**src/rtl/rf_writeback_arbiter.sv**
```systemverilog
// Arbitrates the register-file write port between the pipeline write-back stage
// and a FIFO of multicycle results; pipeline writes always take the slot.
module rf_writeback_arbiter #(
    parameter int DEPTH        = 2,
    parameter int STARVE_LIMIT = 8
) (
    input  logic        clk,
    input  logic        rst,
    input  logic        wb_en,
    input  logic [3:0]  wb_dest,
    input  logic [31:0] wb_value,
    input  logic        mc_valid,
    input  logic [3:0]  mc_dest,
    input  logic [31:0] mc_value,
    output logic        mc_ready,
    output logic        writeBackEn,
    output logic [3:0]  Dest_wb,
    output logic [31:0] Result_WB,
    output logic        stall_req,
    output logic [14:0] busy_mask,
    output logic        drop_err,
    output logic        proto_err
);
    localparam int PTR_W = $clog2(DEPTH);
    localparam int CNT_W = PTR_W + 1;

    logic [3:0]       dest_mem  [DEPTH];
    logic [31:0]      value_mem [DEPTH];
    logic [DEPTH-1:0] slot_vld;
    logic [PTR_W-1:0] rd_ptr;
    logic [PTR_W-1:0] wr_ptr;
    logic [CNT_W-1:0] count;
    logic [7:0]       starve_cnt;
    logic             ready_en;

    logic             vld_p1;
    logic [3:0]       dest_p1;
    logic [31:0]      value_p1;

    logic fifo_empty;
    logic wb_live;
    logic mc_fire;
    logic push;
    logic pop;

    function automatic logic [7:0] sat_inc(input logic [7:0] v);
        return (v == 8'hFF) ? v : v + 8'd1;
    endfunction

    // ready_en keeps mc_ready low through reset and for the release edge.
    assign fifo_empty = (count == '0);
    assign mc_ready   = ready_en && (count < CNT_W'(DEPTH));
    assign mc_fire    = mc_valid && mc_ready;
    assign push       = mc_fire && (mc_dest != 4'd15);
    assign wb_live    = wb_en && (wb_dest != 4'd15);
    assign pop        = !fifo_empty && !wb_live;
    assign stall_req  = (starve_cnt >= 8'(STARVE_LIMIT));

    assign writeBackEn = vld_p1;
    assign Dest_wb     = dest_p1;
    assign Result_WB   = value_p1;

    always_comb begin
        busy_mask = '0;
        for (int i = 0; i < DEPTH; i++) begin
            if (slot_vld[i]) begin
                busy_mask = busy_mask | (15'(1) << dest_mem[i]);
            end
        end
    end

    always_ff @(posedge clk) begin
        if (push) begin
            dest_mem[wr_ptr]  <= mc_dest;
            value_mem[wr_ptr] <= mc_value;
        end
    end

    always_ff @(posedge clk or negedge rst) begin
        if (!rst) begin
            ready_en   <= 1'b0;
            slot_vld   <= '0;
            rd_ptr     <= '0;
            wr_ptr     <= '0;
            count      <= '0;
            starve_cnt <= '0;
            drop_err   <= 1'b0;
            proto_err  <= 1'b0;
        end else begin
            ready_en <= 1'b1;
            if (pop) begin
                slot_vld[rd_ptr] <= 1'b0;
                rd_ptr           <= rd_ptr + 1'b1;
            end
            if (push) begin
                slot_vld[wr_ptr] <= 1'b1;
                wr_ptr           <= wr_ptr + 1'b1;
            end
            count <= count + CNT_W'(push) - CNT_W'(pop);
            // The counter only measures how long the current head has waited.
            starve_cnt <= (fifo_empty || pop) ? 8'd0 : sat_inc(starve_cnt);
            if ((wb_en && wb_dest == 4'd15) || (mc_fire && mc_dest == 4'd15)) begin
                drop_err <= 1'b1;
            end
            if (wb_en && stall_req) begin
                proto_err <= 1'b1;
            end
        end
    end

    // Stage p1: registered register-file write port.
    always_ff @(posedge clk or negedge rst) begin
        if (!rst) begin
            vld_p1   <= 1'b0;
            dest_p1  <= '0;
            value_p1 <= '0;
        end else if (wb_live) begin
            vld_p1   <= 1'b1;
            dest_p1  <= wb_dest;
            value_p1 <= wb_value;
        end else if (!fifo_empty) begin
            vld_p1   <= 1'b1;
            dest_p1  <= dest_mem[rd_ptr];
            value_p1 <= value_mem[rd_ptr];
        end else begin
            vld_p1 <= 1'b0;
        end
    end

endmodule
```
**config.mk**
```make
export PLATFORM = sky130hd
export DESIGN_NAME = rf_writeback_arbiter
export DESIGN_NICKNAME = d
export VERILOG_FILES = /design/src/rtl/rf_writeback_arbiter.sv
export SDC_FILE = /design/constraint.sdc
export NUM_CORES = 1
export LEC_CHECK = 0
export BUFFER_PORTS_ARGS = -buffer_cell sky130_fd_sc_hd__buf_4
export CAP_MARGIN = 10
export CORE_MARGIN = 1.5
export CORE_UTILIZATION = 57
export DETAILED_ROUTE_END_ITERATION = 10
export GPL_TIMING_DRIVEN = 0
export PLACE_DENSITY = 0.94
export SLEW_MARGIN = 20
export SYNTH_ARGS = -nofsm -noshare
export SYNTH_HDL_FRONTEND = slang
export SYNTH_SLANG_ARGS = --single-unit
```
**constraint.sdc**
```tcl
create_clock -name clk -period 4.4 [get_ports clk]
set_clock_uncertainty 0.2 [all_clocks]
set_input_delay 0.44 -clock clk [delete_from_list [all_inputs] [get_ports clk]]
set_output_delay 0.44 -clock clk [all_outputs]
set_load 0.05 [all_outputs]
```
==> impl_results.html, run 1 <==
<table>
<tr><th>Metric</th><th>Value</th></tr>
<tr><th colspan="2">Status</th></tr>
<tr><td>Outcome</td><td>completed</td></tr>
<tr><th colspan="2">Final layout</th></tr>
<tr><td>Fin nets</td><td>716</td></tr>
<tr><td>Synthesis-to-layout area growth</td><td>48.5%</td></tr>
<tr><td>Non-filler cells, final</td><td>758</td></tr>
<tr><td>Final antenna diode count</td><td>0</td></tr>
<tr><td>Fraction of layout cells with a size suffix above 1</td><td>~28%</td></tr>
<tr><td>Commonest non-fill, non-tap cell in the layout</td><td>sky130_fd_sc_hd__buf_4</td></tr>
<tr><td>Commonest cells after routing, fill and taps aside</td><td>133 x sky130_fd_sc_hd__buf_4, 73 x sky130_fd_sc_hd__dlygate4sd3_1, 72 x sky130_fd_sc_hd__edfxtp_1, 54 x sky130_fd_sc_hd__dfrtp_1, 43 x sky130_fd_sc_hd__nand2_1</td></tr>
<tr><th colspan="2">Worst setup path</th></tr>
<tr><td>Capture instance of the worst register-to-register path</td><td>dest_mem[0][0]</td></tr>
<tr><td>CP Max Fanout</td><td>5</td></tr>
<tr><td>Worst reg2reg path depth</td><td>4</td></tr>
<tr><td>Worst R2R Start</td><td>count[1]</td></tr>
<tr><td>Arrival time reported for the critical path endpoint</td><td>just under 2 ns</td></tr>
<tr><td>Chain of cells forming the critical path</td><td>or3_1 -&gt; o22ai_1 -&gt; buf_4</td></tr>
<tr><td>Delay of the slowest critical-path stage</td><td>~0.50 ns</td></tr>
<tr><td>Setup crit end kind</td><td>primary output</td></tr>
<tr><td>Sort of element at the start of the critical path</td><td>register</td></tr>
<tr><td>Slowest stage cell, crit path</td><td>sky130_fd_sc_hd__edfxtp_1</td></tr>
<tr><td>Worst Path Required</td><td>roughly 3.8 ns</td></tr>
<tr><td>Crit path kind</td><td>register to primary output</td></tr>
<tr><td>Internal reg-to-reg setup slack</td><td>~1.9 ns</td></tr>
<tr><th colspan="2">Die</th></tr>
<tr><td>Number of placed I/O pins</td><td>132</td></tr>
<tr><td>Vertical die dimension</td><td>around 98 um</td></tr>
<tr><td>Core area</td><td>between 8000 and 9000 sq um</td></tr>
<tr><td>Horizontal die dimension</td><td>around 98 um</td></tr>
<tr><td>Initial standard-cell utilization of the core</td><td>around three fifths</td></tr>
<tr><td>FP Rows</td><td>34</td></tr>
<tr><td>Floorplan die area</td><td>just under 10000 sq um</td></tr>
<tr><th colspan="2">Clock tree</th></tr>
<tr><td>Worst-skew pair later-pin latency</td><td>~0.52 ns</td></tr>
<tr><td>CTS tree</td><td>yes</td></tr>
<tr><td>Clk Tree Root Cell</td><td>sky130_fd_sc_hd__clkbuf_8</td></tr>
<tr><td>H-tree depth</td><td>4</td></tr>
<tr><td>Clock Tree Buf Depth</td><td>2</td></tr>
<tr><td>Number of CTS-inserted buffers</td><td>17</td></tr>
<tr><td>Number of clock sinks seen by CTS</td><td>around 130</td></tr>
<tr><td>CTS hold repair buffers</td><td>73</td></tr>
<tr><td>Number of cells upsized or downsized after cts</td><td>0</td></tr>
<tr><td>Count of buffers added by post-CTS timing repair for setup</td><td>0</td></tr>
<tr><td>Clk slew on worst S/H paths</td><td>about 0.07 ns</td></tr>
<tr><th colspan="2">Timing</th></tr>
<tr><td>Setup TNS Final</td><td>0 ns</td></tr>
<tr><td>Post-route worst setup slack</td><td>about 1.8 ns</td></tr>
<tr><td>Highest Clock Rate</td><td>~0.38 GHz</td></tr>
<tr><td>Total of endpoints with negative setup slack in the final report</td><td>0</td></tr>
<tr><td>Fin crit share</td><td>approximately 60%</td></tr>
<tr><td>Final count of hold timing violations</td><td>0</td></tr>
<tr><td>RSZ-0062 raised after global routing</td><td>false</td></tr>
<tr><td>Relative slew slack</td><td>roughly half</td></tr>
<tr><td>Time the final worst path needs with I/O delays and setup</td><td>about 2.6 ns</td></tr>
<tr><td>Final count of pins violating max slew</td><td>0</td></tr>
<tr><td>Slew at the pin closest to its max-slew limit</td><td>0.745 ns</td></tr>
<tr><th colspan="2">Place</th></tr>
<tr><td>Dpl hpwl</td><td>approximately 8600 um</td></tr>
<tr><td>Placer's final routability congestion estimate</td><td>roughly 0.85</td></tr>
<tr><td>Pre-CTS setup slack</td><td>about 2.0 ns</td></tr>
<tr><td>Dpl cells</td><td>653</td></tr>
<tr><td>Buffers on Ports</td><td>around 130</td></tr>
<tr><th colspan="2">Hold path</th></tr>
<tr><td>Hold Path Sink</td><td>Dest_wb[3]</td></tr>
<tr><td>Path class of the lowest-slack min-delay path</td><td>primary input to register</td></tr>
<tr><td>Startpoint of the lowest-slack hold path</td><td>wb_dest[3]</td></tr>
<tr><td>Min-Delay Path Depth</td><td>3</td></tr>
<tr><th colspan="2">Drt</th></tr>
<tr><td>Vias</td><td>4902</td></tr>
<tr><td>Final ANT Viol Nets</td><td>0</td></tr>
<tr><td>DR WL/cell</td><td>between 20 and 25 um</td></tr>
<tr><td>Number of search-and-repair iterations in the first detailed-routing pass</td><td>5</td></tr>
<tr><td>Detailed-route vias per instance</td><td>~6.5</td></tr>
<tr><td>Violation count after the first detailed-route iteration</td><td>just under 500</td></tr>
<tr><td>Routed wire length</td><td>between 15000 and 20000 um</td></tr>
<tr><td>Number of DRC violations after detailed routing</td><td>0</td></tr>
<tr><th colspan="2">Global route</th></tr>
<tr><td>Wire length of the first global-routing pass</td><td>approximately 28000 um</td></tr>
<tr><td>Grt ovf</td><td>0</td></tr>
<tr><td>Largest net degree at the start of global routing</td><td>55</td></tr>
<tr><td>Gr usage total</td><td>39.1%</td></tr>
<tr><td>Antenna violations before repair</td><td>0</td></tr>
<tr><td>Vias in the first global route</td><td>5118</td></tr>
<tr><th colspan="2">Pwr</th></tr>
<tr><td>Max rail drop VDD</td><td>469 uV</td></tr>
<tr><td>Leakage</td><td>between 3 and 4 nW</td></tr>
<tr><td>Cell area power density</td><td>about 640 nW/um^2</td></tr>
<tr><th colspan="2">Logic synthesis</th></tr>
<tr><td>Number of unique standard cell types used by synthesis</td><td>37</td></tr>
<tr><td>Syn. warnings</td><td>0</td></tr>
<tr><td>Synthesized instance count</td><td>roughly 410</td></tr>
<tr><td>Synth Cell Area</td><td>approximately 5200 sq um</td></tr>
<tr><td>Mapped Avg Cell Area</td><td>between 10 and 15 sq um</td></tr>
<tr><td>Share of synthesized area occupied by flip-flops and latches</td><td>roughly two thirds</td></tr>
<tr><td>Total nets after synthesis</td><td>between 400 and 500</td></tr>
<tr><td>#FFs+latches synth</td><td>126</td></tr>
<tr><th colspan="2">Job</th></tr>
<tr><td>Number of max-capacitance violations reported</td><td>0</td></tr>
</table>
==> stage by stage <==
stage / power [mW] / instance area (sq um) / hold WS (ns) / utilization [%]
detailed placement: 3.30 / 6380 / 0.246 / 72.8
global placement: 3.22 / 6310 / 0.241 / 72.0
CTS: 4.81 / 7710 / 0.0243 / 88.0
finish: 4.96 / 7710 / 0.0897 / 88.0
floorplan: 2.75 / 5190 / -0.0556 / -
global route: 5.11 / 7710 / 0.0876 / 88.0
==> worst max-delay path by stage <==
stage | start | to | slack, ns | cells past startpoint
2_1_floorplan | count[1] | dest_mem[1][0] | 0.62 | 3
3_3_place_gp | mc_dest[2] | value_mem[1][18] | 0.35 | 4
3_5_place_dp | count[1] | value_mem[0][18] | 1.99 | 4
4_1_cts | dest_mem[1][2] | busy_mask[2] | 1.82 | 3
5_1_grt | dest_mem[1][2] | busy_mask[2] | 1.75 | 3
6_report | dest_mem[0][3] | busy_mask[0] | 1.77 | 3
==> sequential cells by signal, summed over array words and instances, names as in the netlist, 2 cells and up <==
| signal | count |
|---|---|
| Result_WB | 32 |
| value_mem | 64 |
| starve_cnt | 8 |
| slot_vld | 2 |
| dest_mem | 8 |
| count | 2 |
| Dest_wb | 4 |
==> cells by family after synthesis <==
family | synth area share (%)
xor gates and xnor gates | 1.18
and+or+nand+nor | 11.3
AOI/OAI and AO/OA | 12.1
other | 0.0722
muxes | 4.05
DFF | 67.6
adders and majority gates | 0.723
buffers and inverters | 2.94
==> power breakdown <==
group          switching [mW]  internal, mW
combinational            1.24         0.594
clock                   0.585         0.875
sequential              0.183          1.49
==> layer usage <==
layer	GRT usage (%)	part of all wire [%]
met1	46.4	33
met2	64.0	49
met3	9.79	10
met4	24.7	7.1
met5	0	0
==> worst max-delay path, delay by kind of cell (launching register included) <==
family,cells,cell delay (ns)
flip-flops,1,0.50
AND/OR/NAND/NOR,1,0.50
AO/OA/AOI/OAI,1,0.23
buffers and inverters,1,0.24
==> cell type report <==
type / instances / area (sq um)
repair buffers: 206 / 1770
inverters: 5 / 18.8
multi-input cells: 259 / 1540
fillers: 318 / 1050
clock buffers: 18 / 418
clock inverters: 14 / 181
well taps: 108 / 135
plain buffers: 22 / 134
flip-flops and latches: 126 / 3510
==> cells in the mapped netlist <==
library cell               count  area, sq um
sky130_fd_sc_hd__a211oi_1      1         7.51
sky130_fd_sc_hd__a21o_1        2         15.0
sky130_fd_sc_hd__a21oi_1      40          200
sky130_fd_sc_hd__a221o_1      15          150
sky130_fd_sc_hd__a31oi_1       4         25.0
sky130_fd_sc_hd__and2_1        2         12.5
sky130_fd_sc_hd__and3_1        3         18.8
sky130_fd_sc_hd__and4_1        2         17.5
sky130_fd_sc_hd__buf_1         1         3.75
sky130_fd_sc_hd__buf_2         5         25.0
sky130_fd_sc_hd__buf_4         2         15.0
sky130_fd_sc_hd__buf_6         5         56.3
sky130_fd_sc_hd__clkbuf_1      9         33.8
sky130_fd_sc_hd__conb_1        1         3.75
sky130_fd_sc_hd__dfrtp_1      54         1350
sky130_fd_sc_hd__edfxtp_1     72         2160
sky130_fd_sc_hd__ha_1          3         37.5
sky130_fd_sc_hd__inv_1         5         18.8
sky130_fd_sc_hd__mux2i_1      21          210
sky130_fd_sc_hd__nand2_1      43          161
sky130_fd_sc_hd__nand2b_1      4         25.0
sky130_fd_sc_hd__nand3_1      21          105
sky130_fd_sc_hd__nand3b_1      5         37.5
sky130_fd_sc_hd__nand4_1       3         18.8
sky130_fd_sc_hd__nor2_1       30          113
sky130_fd_sc_hd__nor2_2        1         6.26
sky130_fd_sc_hd__nor2b_1       1         6.26
sky130_fd_sc_hd__nor3_1        3         15.0
sky130_fd_sc_hd__nor3_4        1         16.3
sky130_fd_sc_hd__o211ai_1      2         15.0
sky130_fd_sc_hd__o21ai_0      23          115
sky130_fd_sc_hd__o22ai_1      16          100
sky130_fd_sc_hd__or2_2         3         18.8
sky130_fd_sc_hd__or3_1         1         6.26
sky130_fd_sc_hd__or3b_2        1         8.76
sky130_fd_sc_hd__xnor2_1       4         35.0
sky130_fd_sc_hd__xor2_1        3         26.3
Note: power is estimated with default switching activity, not from simulation.
==> inputs of run 2 (changes only) <==
--- a/config.mk
+++ b/config.mk
@@ -8,10 +8,10 @@
 export BUFFER_PORTS_ARGS = -buffer_cell sky130_fd_sc_hd__buf_4
 export CAP_MARGIN = 10
 export CORE_MARGIN = 1.5
-export CORE_UTILIZATION = 57
+export CORE_UTILIZATION = 48
 export DETAILED_ROUTE_END_ITERATION = 10
 export GPL_TIMING_DRIVEN = 0
-export PLACE_DENSITY = 0.94
+export PLACE_DENSITY = 0.85
 export SLEW_MARGIN = 20
 export SYNTH_ARGS = -nofsm -noshare
 export SYNTH_HDL_FRONTEND = slang
==> constraint.sdc (replaced) <==
create_clock -name clk -period 2.1 [get_ports clk]
set_clock_uncertainty 0.2 [all_clocks]
set_input_delay 0.21 -clock clk [delete_from_list [all_inputs] [get_ports clk]]
set_output_delay 0.21 -clock clk [all_outputs]
set_load 0.05 [all_outputs]
==> run 2 against run 1 <==
Compared with the run above:
- the run now ends with setup timing left
- die area increased by 18%
- combinational power up 110%
- core utilization down 11 points
- clock-buffer cell count grew 1
- first-iteration DRC count decreased by 37%
- critical path type unchanged
- global-route usage down 11 points
- non-clock buffer count up 13
- hold slack lost 0.020 ns
- largest power group unchanged
- clock power grew 120%
- sequential cell count unchanged
==> impl_results.html, run 2 (synthesized netlist as in run 1, its figures left out) <==
<table>
<tr><th>Metric</th><th>Value</th></tr>
<tr><th colspan="2">Timing</th></tr>
<tr><td>Final count of pins violating max slew</td><td>0</td></tr>
<tr><td>Time the final worst path needs with I/O delays and setup</td><td>2.19 ns</td></tr>
<tr><td>Total of endpoints with negative setup slack in the final report</td><td>11</td></tr>
<tr><td>Fin crit share</td><td>104%</td></tr>
<tr><td>RSZ-0062 raised after global routing</td><td>true</td></tr>
<tr><td>Highest Clock Rate</td><td>approximately 0.46 GHz</td></tr>
<tr><td>Post-route worst setup slack</td><td>-0.0913 ns</td></tr>
<tr><td>Relative slew slack</td><td>between 50% and 60%</td></tr>
<tr><td>Final count of hold timing violations</td><td>0</td></tr>
<tr><td>Worst hold margin</td><td>0.0702 ns</td></tr>
<tr><td>Slew at the pin closest to its max-slew limit</td><td>about 0.74 ns</td></tr>
<tr><th colspan="2">Global route</th></tr>
<tr><td>Antenna violations before repair</td><td>0</td></tr>
<tr><td>Largest net degree at the start of global routing</td><td>55</td></tr>
<tr><td>Vias in the first global route</td><td>4847</td></tr>
<tr><td>Grt ovf</td><td>0</td></tr>
<tr><td>Gr usage total</td><td>about 28%</td></tr>
<tr><td>Wire length of the first global-routing pass</td><td>between 20000 and 25000 um</td></tr>
<tr><th colspan="2">Drt</th></tr>
<tr><td>Number of search-and-repair iterations in the first detailed-routing pass</td><td>5</td></tr>
<tr><td>DR WL/cell</td><td>19.8 um</td></tr>
<tr><td>Detailed-route vias per instance</td><td>about 5.7</td></tr>
<tr><td>Routed wire length</td><td>15900 um</td></tr>
<tr><td>Vias</td><td>~4600</td></tr>
<tr><td>Violation count after the first detailed-route iteration</td><td>between 300 and 400</td></tr>
<tr><td>Number of DRC violations after detailed routing</td><td>0</td></tr>
<tr><td>Final ANT Viol Nets</td><td>0</td></tr>
<tr><th colspan="2">Final layout</th></tr>
<tr><td>Area of combinational cells with multiple inputs</td><td>approximately 1600 sq um</td></tr>
<tr><td>Commonest cells after routing, fill and taps aside</td><td>136 x sky130_fd_sc_hd__buf_4, 76 x sky130_fd_sc_hd__dlygate4sd3_1, 72 x sky130_fd_sc_hd__edfxtp_1, 53 x sky130_fd_sc_hd__dfrtp_1, 43 x sky130_fd_sc_hd__nand2_1</td></tr>
<tr><td>Commonest non-fill, non-tap cell in the layout</td><td>sky130_fd_sc_hd__buf_4</td></tr>
<tr><td>Fin nets</td><td>730</td></tr>
<tr><td>Final antenna diode count</td><td>0</td></tr>
<tr><td>Fraction of layout cells with a size suffix above 1</td><td>around a third</td></tr>
<tr><td>Synthesis-to-layout area growth</td><td>54.6%</td></tr>
<tr><td>Top register by number of flip-flops</td><td>value_mem</td></tr>
<tr><td>Number of flip-flops under the largest register name</td><td>64</td></tr>
<tr><td>Seq. cell area</td><td>approximately 3500 sq um</td></tr>
<tr><td>Number of inserted filler cells in the final layout</td><td>594</td></tr>
<tr><th colspan="2">Clock tree</th></tr>
<tr><td>Clk Tree Root Cell</td><td>sky130_fd_sc_hd__clkbuf_8</td></tr>
<tr><td>Worst-skew pair later-pin latency</td><td>0.51 ns</td></tr>
<tr><td>Clock Tree Buf Depth</td><td>2</td></tr>
<tr><td>CTS tree</td><td>yes</td></tr>
<tr><td>H-tree depth</td><td>4</td></tr>
<tr><td>Number of CTS-inserted buffers</td><td>17</td></tr>
<tr><td>Number of clock sinks seen by CTS</td><td>~130</td></tr>
<tr><td>Clk slew on worst S/H paths</td><td>0.06 ns</td></tr>
<tr><th colspan="2">Worst setup path</th></tr>
<tr><td>Setup crit end kind</td><td>primary output</td></tr>
<tr><td>CP Max Fanout</td><td>4</td></tr>
<tr><td>Delay of the slowest critical-path stage</td><td>about 0.43 ns</td></tr>
<tr><td>Slowest stage cell, crit path</td><td>sky130_fd_sc_hd__edfxtp_1</td></tr>
<tr><td>Sort of element at the start of the critical path</td><td>register</td></tr>
<tr><td>Worst Path Required</td><td>about 1.7 ns</td></tr>
<tr><td>Crit path kind</td><td>register to primary output</td></tr>
<tr><td>Chain of cells forming the critical path</td><td>nand3b_1 -&gt; o22ai_1 -&gt; buf_4</td></tr>
<tr><td>Arrival time reported for the critical path endpoint</td><td>1.78 ns</td></tr>
<tr><th colspan="2">Die</th></tr>
<tr><td>Core area</td><td>10400 sq um</td></tr>
<tr><td>Initial standard-cell utilization of the core</td><td>~50%</td></tr>
<tr><td>Vertical die dimension</td><td>around 110 um</td></tr>
<tr><td>FP Rows</td><td>37</td></tr>
<tr><td>Horizontal die dimension</td><td>~110 um</td></tr>
<tr><td>Number of placed I/O pins</td><td>~130</td></tr>
<tr><td>Floorplan die area</td><td>11500 sq um</td></tr>
<tr><th colspan="2">Place</th></tr>
<tr><td>Dpl hpwl</td><td>approximately 9000 um</td></tr>
<tr><td>Buffers on Ports</td><td>131</td></tr>
<tr><td>Placer's final routability congestion estimate</td><td>approximately 0.75</td></tr>
<tr><td>Pre-CTS setup slack</td><td>-0.256 ns</td></tr>
<tr><th colspan="2">Pwr</th></tr>
<tr><td>Switching share of power</td><td>between 30% and 40%</td></tr>
<tr><td>Switching power</td><td>~4 mW</td></tr>
<tr><td>Clock share of power</td><td>between 30 and 40%</td></tr>
<tr><td>Part of the total power dissipated in combinational logic</td><td>36.1%</td></tr>
<tr><td>Max rail drop VDD</td><td>just under 800 uV</td></tr>
<tr><td>Flop pwr share</td><td>32.9%</td></tr>
<tr><td>Overall power</td><td>10.5 mW</td></tr>
<tr><td>P_int</td><td>about 6.6 mW</td></tr>
<tr><td>Leakage</td><td>between 3 and 4 nW</td></tr>
<tr><td>Cell area power density</td><td>1310 nW/um^2</td></tr>
<tr><th colspan="2">Job</th></tr>
<tr><td>Number of max-capacitance violations reported</td><td>0</td></tr>
<tr><th colspan="2">Hold path</th></tr>
<tr><td>Path class of the lowest-slack min-delay path</td><td>primary input to register</td></tr>
<tr><th colspan="2">Status</th></tr>
<tr><td>Violations in the final reports</td><td>setup timing</td></tr>
<tr><td>Outcome</td><td>finished with violations</td></tr>
</table>
## run 2: changes by cell type in the layout (fill, tap and decap cells not counted), moves of 2 or more
cell                            change
sky130_fd_sc_hd__inv_6              -3
sky130_fd_sc_hd__buf_4              +3
sky130_fd_sc_hd__o22ai_2            +6
sky130_fd_sc_hd__clkbuf_1           -2
sky130_fd_sc_hd__clkbuf_2           +3
sky130_fd_sc_hd__o22ai_1            -7
sky130_fd_sc_hd__bufinv_16          +3
sky130_fd_sc_hd__buf_6              +7
sky130_fd_sc_hd__dlygate4sd3_1      +3
## run 2: worst max-delay path: cells and delay by family, from the launching register on
family	cells	cell delay (ns)
AO/OA/AOI/OAI	1	0.27
buffers and inverters	1	0.24
flip-flops	1	0.43
AND/OR/NAND/NOR	1	0.33
## run 2: power groups by stage
stage / combinational (mW) / sequential [mW] / clock, mW
floorplan: 1.49 / 4.31 / 0
CTS: 3.67 / 3.43 / 3.28
detailed placement: 3.47 / 3.47 / 0
global route: 3.99 / 3.49 / 3.39
finish: 3.78 / 3.46 / 3.25
global placement: 3.38 / 3.43 / 0
## run 2: path summary, 6_finish.rpt
| path | depth (start not counted) | from | to | slack, ns |
|---|---|---|---|---|
| setup / recovery | 3 | dest_mem[0][0] | busy_mask[12] | -0.09 |
| setup reg to reg | 4 | count[1] | value_mem[0][15] | 0.10 |
| hold / removal | 4 | mc_dest[1] | wr_ptr | 0.07 |
| min in group asynchronous | 2 | rst | Dest_wb[0] | 0.11 |
| max in group asynchronous | 2 | rst | count[1] | 1.07 |
| hold reg to reg | 1 | proto_err | proto_err | 0.26 |
## run 2: final cells by class
class | count | area share (%)
Tap cell | 136 | 2.12
Buffer | 22 | 1.71
Clock inverter | 13 | 2.96
Sequential cell | 126 | 43.8
Multi-Input combinational cell | 260 | 20.4
Timing Repair Buffer | 219 | 23.6
Inverter | 5 | 0.234
Clock buffer | 19 | 5.25
## run 2: through the flow
| step | TNS, ns | util (%) | std cells | instance area, sq um |
|---|---|---|---|---|
| detailed placement | -15.43 | 61.5 | 679 | 6410 |
| global placement | -11.60 | 61.5 | 679 | 6410 |
| floorplan | -2.75 | - | 412 | 5250 |
| global route | -1.25 | 77.1 | 800 | 8030 |
| CTS | -14.36 | 76.2 | 794 | 7930 |
| finish | -0.526 | 77.1 | 800 | 8030 |
## run 2: metal layers
| metal | routed length (um) | global-route usage, % |
|---|---|---|
| met1 | 5910 | 32.4 |
| met3 | 1140 | 6.44 |
| met4 | 329 | 10.5 |
| met5 | 0 | 0 |
| met2 | 8490 | 50.7 |
## run 2: what timing repair did
action | 4_1_cts | 5_1_grt
setup buffers | 7 | 3
pin swaps | 5 | 6
gates resized for setup | 15 | 8
gates cloned | 0 | 1
hold endpoints to repair | 169 | 0
setup endpoints to repair | 86 | 43
hold buffers | 76 | 0
==> inputs of run 3 (changes only) <==
--- a/config.mk
+++ b/config.mk
@@ -11,7 +11,7 @@
 export CORE_UTILIZATION = 48
 export DETAILED_ROUTE_END_ITERATION = 10
 export GPL_TIMING_DRIVEN = 0
-export PLACE_DENSITY = 0.85
+export PLACE_DENSITY = 0.76
 export SLEW_MARGIN = 20
 export SYNTH_ARGS = -nofsm -noshare
 export SYNTH_HDL_FRONTEND = slang
==> run 3 against run 2 <==
Compared with the run above:
- the flow still finishes with violations (setup timing)
- final area fell by 0.55%
- die area did not move
- maximum frequency fell by 0.36%
- register-to-register slack got worse by 0.02 ns
- largest cell class unchanged
- core utilization fell by 0.42 points
- clock-buffer cell count fell by 1
- critical path depth rose by 1
- hold slack got worse by 0.060 ns
- clock power fell by 8.6%
- sequential share of layout area rose by 0.24 points
==> impl_results.html, run 3 (synthesized netlist as in run 1, its figures left out) <==
<table>
<tr><th>Metric</th><th>Value</th></tr>
<tr><th colspan="2">Status</th></tr>
<tr><td>Outcome</td><td>finished with violations</td></tr>
<tr><td>Violations in the final reports</td><td>setup timing</td></tr>
<tr><th colspan="2">Global route</th></tr>
<tr><td>Grt ovf</td><td>0</td></tr>
<tr><td>Vias in the first global route</td><td>roughly 4600</td></tr>
<tr><td>Antenna violations before repair</td><td>0</td></tr>
<tr><td>Wire length of the first global-routing pass</td><td>about 23000 um</td></tr>
<tr><td>Gr usage total</td><td>a little over a quarter</td></tr>
<tr><td>Largest net degree at the start of global routing</td><td>55</td></tr>
<tr><th colspan="2">Drt</th></tr>
<tr><td>Detailed-route vias per instance</td><td>5.51</td></tr>
<tr><td>Final ANT Viol Nets</td><td>0</td></tr>
<tr><td>Routed wire length</td><td>14900 um</td></tr>
<tr><td>Number of search-and-repair iterations in the first detailed-routing pass</td><td>5</td></tr>
<tr><td>Violation count after the first detailed-route iteration</td><td>approximately 330</td></tr>
<tr><td>Number of DRC violations after detailed routing</td><td>0</td></tr>
<tr><td>Vias</td><td>4412</td></tr>
<tr><td>DR WL/cell</td><td>18.6 um</td></tr>
<tr><th colspan="2">Die</th></tr>
<tr><td>Initial standard-cell utilization of the core</td><td>between 40% and 50%</td></tr>
<tr><td>FP Rows</td><td>37</td></tr>
<tr><td>Number of placed I/O pins</td><td>132</td></tr>
<tr><td>Vertical die dimension</td><td>approximately 110 um</td></tr>
<tr><td>Floorplan die area</td><td>roughly 11000 sq um</td></tr>
<tr><td>Horizontal die dimension</td><td>107 um</td></tr>
<tr><td>Core area</td><td>roughly 10000 sq um</td></tr>
<tr><th colspan="2">Timing</th></tr>
<tr><td>Slew at the pin closest to its max-slew limit</td><td>0.758 ns</td></tr>
<tr><td>Relative slew slack</td><td>about half</td></tr>
<tr><td>Total of endpoints with negative setup slack in the final report</td><td>14</td></tr>
<tr><td>Fin crit share</td><td>105%</td></tr>
<tr><td>Post-route worst setup slack</td><td>-0.0993 ns</td></tr>
<tr><td>Final count of pins violating max slew</td><td>0</td></tr>
<tr><td>RSZ-0062 raised after global routing</td><td>true</td></tr>
<tr><td>Worst hold margin</td><td>0.00993 ns</td></tr>
<tr><td>Time the final worst path needs with I/O delays and setup</td><td>roughly 2.2 ns</td></tr>
<tr><td>Highest Clock Rate</td><td>approximately 0.45 GHz</td></tr>
<tr><td>Final count of hold timing violations</td><td>0</td></tr>
<tr><th colspan="2">Worst setup path</th></tr>
<tr><td>Arrival time reported for the critical path endpoint</td><td>between 1.5 and 2 ns</td></tr>
<tr><td>Setup crit end kind</td><td>primary output</td></tr>
<tr><td>Worst Path Required</td><td>between 1.5 and 2 ns</td></tr>
<tr><td>Worst reg2reg path depth</td><td>4</td></tr>
<tr><td>Sort of element at the start of the critical path</td><td>register</td></tr>
<tr><td>CP Max Fanout</td><td>4</td></tr>
<tr><td>Crit path kind</td><td>register to primary output</td></tr>
<tr><th colspan="2">Pwr</th></tr>
<tr><td>Leakage</td><td>about 3.3 nW</td></tr>
<tr><td>Part of the total power dissipated in combinational logic</td><td>between 30% and 40%</td></tr>
<tr><td>Switching power</td><td>~3.9 mW</td></tr>
<tr><td>Switching share of power</td><td>38.2%</td></tr>
<tr><td>Flop pwr share</td><td>33.8%</td></tr>
<tr><td>P_int</td><td>~6.3 mW</td></tr>
<tr><td>Clock share of power</td><td>between 20% and 30%</td></tr>
<tr><td>Max rail drop VDD</td><td>~730 uV</td></tr>
<tr><td>Cell area power density</td><td>1270 nW/um^2</td></tr>
<tr><td>Overall power</td><td>between 10 and 15 mW</td></tr>
<tr><th colspan="2">Final layout</th></tr>
<tr><td>Fin nets</td><td>731</td></tr>
<tr><td>Commonest non-fill, non-tap cell in the layout</td><td>sky130_fd_sc_hd__buf_4</td></tr>
<tr><td>Commonest cells after routing, fill and taps aside</td><td>136 x sky130_fd_sc_hd__buf_4, 75 x sky130_fd_sc_hd__dlygate4sd3_1, 72 x sky130_fd_sc_hd__edfxtp_1, 53 x sky130_fd_sc_hd__dfrtp_1, 43 x sky130_fd_sc_hd__nand2_1</td></tr>
<tr><td>Final antenna diode count</td><td>0</td></tr>
<tr><td>Top register by number of flip-flops</td><td>value_mem</td></tr>
<tr><td>Synthesis-to-layout area growth</td><td>53.8%</td></tr>
<tr><td>Number of flip-flops under the largest register name</td><td>64</td></tr>
<tr><td>Non-filler cells, final</td><td>approximately 800</td></tr>
<tr><td>Fraction of layout cells with a size suffix above 1</td><td>between 30% and 40%</td></tr>
<tr><th colspan="2">Clock tree</th></tr>
<tr><td>CTS tree</td><td>yes</td></tr>
<tr><td>H-tree depth</td><td>4</td></tr>
<tr><td>Worst-skew pair later-pin latency</td><td>approximately 0.52 ns</td></tr>
<tr><td>Clock Tree Buf Depth</td><td>2</td></tr>
<tr><td>Number of CTS-inserted buffers</td><td>17</td></tr>
<tr><td>Clk Tree Root Cell</td><td>sky130_fd_sc_hd__clkbuf_8</td></tr>
<tr><td>Clk slew on worst S/H paths</td><td>~0.060 ns</td></tr>
<tr><td>Number of clock sinks seen by CTS</td><td>126</td></tr>
<tr><th colspan="2">Hold path</th></tr>
<tr><td>Min-Delay Path Depth</td><td>5</td></tr>
<tr><td>Path class of the lowest-slack min-delay path</td><td>primary input to register</td></tr>
<tr><th colspan="2">Place</th></tr>
<tr><td>Placer's final routability congestion estimate</td><td>between 0.8 and 0.9</td></tr>
<tr><td>Buffers on Ports</td><td>around 130</td></tr>
<tr><td>Dpl cells</td><td>just under 700</td></tr>
<tr><td>Dpl hpwl</td><td>between 8000 and 9000 um</td></tr>
<tr><th colspan="2">Job</th></tr>
<tr><td>Number of max-capacitance violations reported</td><td>0</td></tr>
</table>
## run 3: changes by cell type in the layout (fill, tap and decap cells not counted), sizes merged, moves of 2 or more
cell,change
bufinv,-3
clkinvlp,+3
inv,+3
buf,+2
clkinv,-2
## run 3: metrics by stage
step	cell area (sq um)	setup WS [ns]	TNS, ns	util (%)
after global routing	7990	-0.142	-1.27	76.7
after global placement	6410	-0.185	-12.17	61.5
final	7990	-0.0993	-0.769	76.7
after detailed placement	6410	-0.216	-15.48	61.5
after CTS	7890	-0.206	-14.01	75.7
after floorplan	5250	-0.0552	-2.75	-
## run 3: worst paths after layout
kind	slack, ns	from	endpoint
setup / recovery	-0.1	dest_mem[1][0]	busy_mask[6]
setup reg to reg	0.08	count[1]	value_mem[0][20]
max in group asynchronous	1.09	rst	count[1]
hold reg to reg	0.28	value_mem[0][25]	Result_WB[25]
min in group asynchronous	0.09	rst	Dest_wb[2]
hold / removal	0.01	mc_dest[1]	drop_err
## run 3: layout make-up
cell class              count  area, sq um
repair buffers            220         1910
fillers                   641         2430
clock inverters            14          183
well taps                 136          170
clock buffers              18          418
plain buffers              22          135
inverters                   5         18.8
flip-flops and latches    126         3510
multi-input cells         260         1640
## run 3: what timing repair did
item | in CTS | in global routing
resized for setup | 14 | 6
hold endpoints to repair | 169 | 0
buffers inserted | 10 | 2
hold buffers | 75 | 0
pin swaps | 9 | 4
endpoints found under the setup margin | 85 | 55
gates cloned | 0 | 1
## run 3: per-layer routing
layer  track usage [%]  routed length (um)
met5                 0                   0
met4              12.3                 327
met3              6.20                 894
met2              45.8                7890
met1              31.7                5800
## run 3: power groups by stage
stage	registers [mW]	logic [mW]	clock network [mW]
finish	3.42	3.74	2.97
global route	3.47	3.99	3.10
CTS	3.41	3.64	2.98
detailed placement	3.46	3.45	0
global placement	3.43	3.40	0
floorplan	4.31	1.49	0
## run 3: worst max-delay path, cell delays in order, from the launching register on
cell and delay (ns):
sky130_fd_sc_hd__edfxtp_1 0.42, sky130_fd_sc_hd__buf_6 0.15, sky130_fd_sc_hd__nand3b_1 0.24, sky130_fd_sc_hd__o22ai_1 0.23
sky130_fd_sc_hd__buf_4 0.23
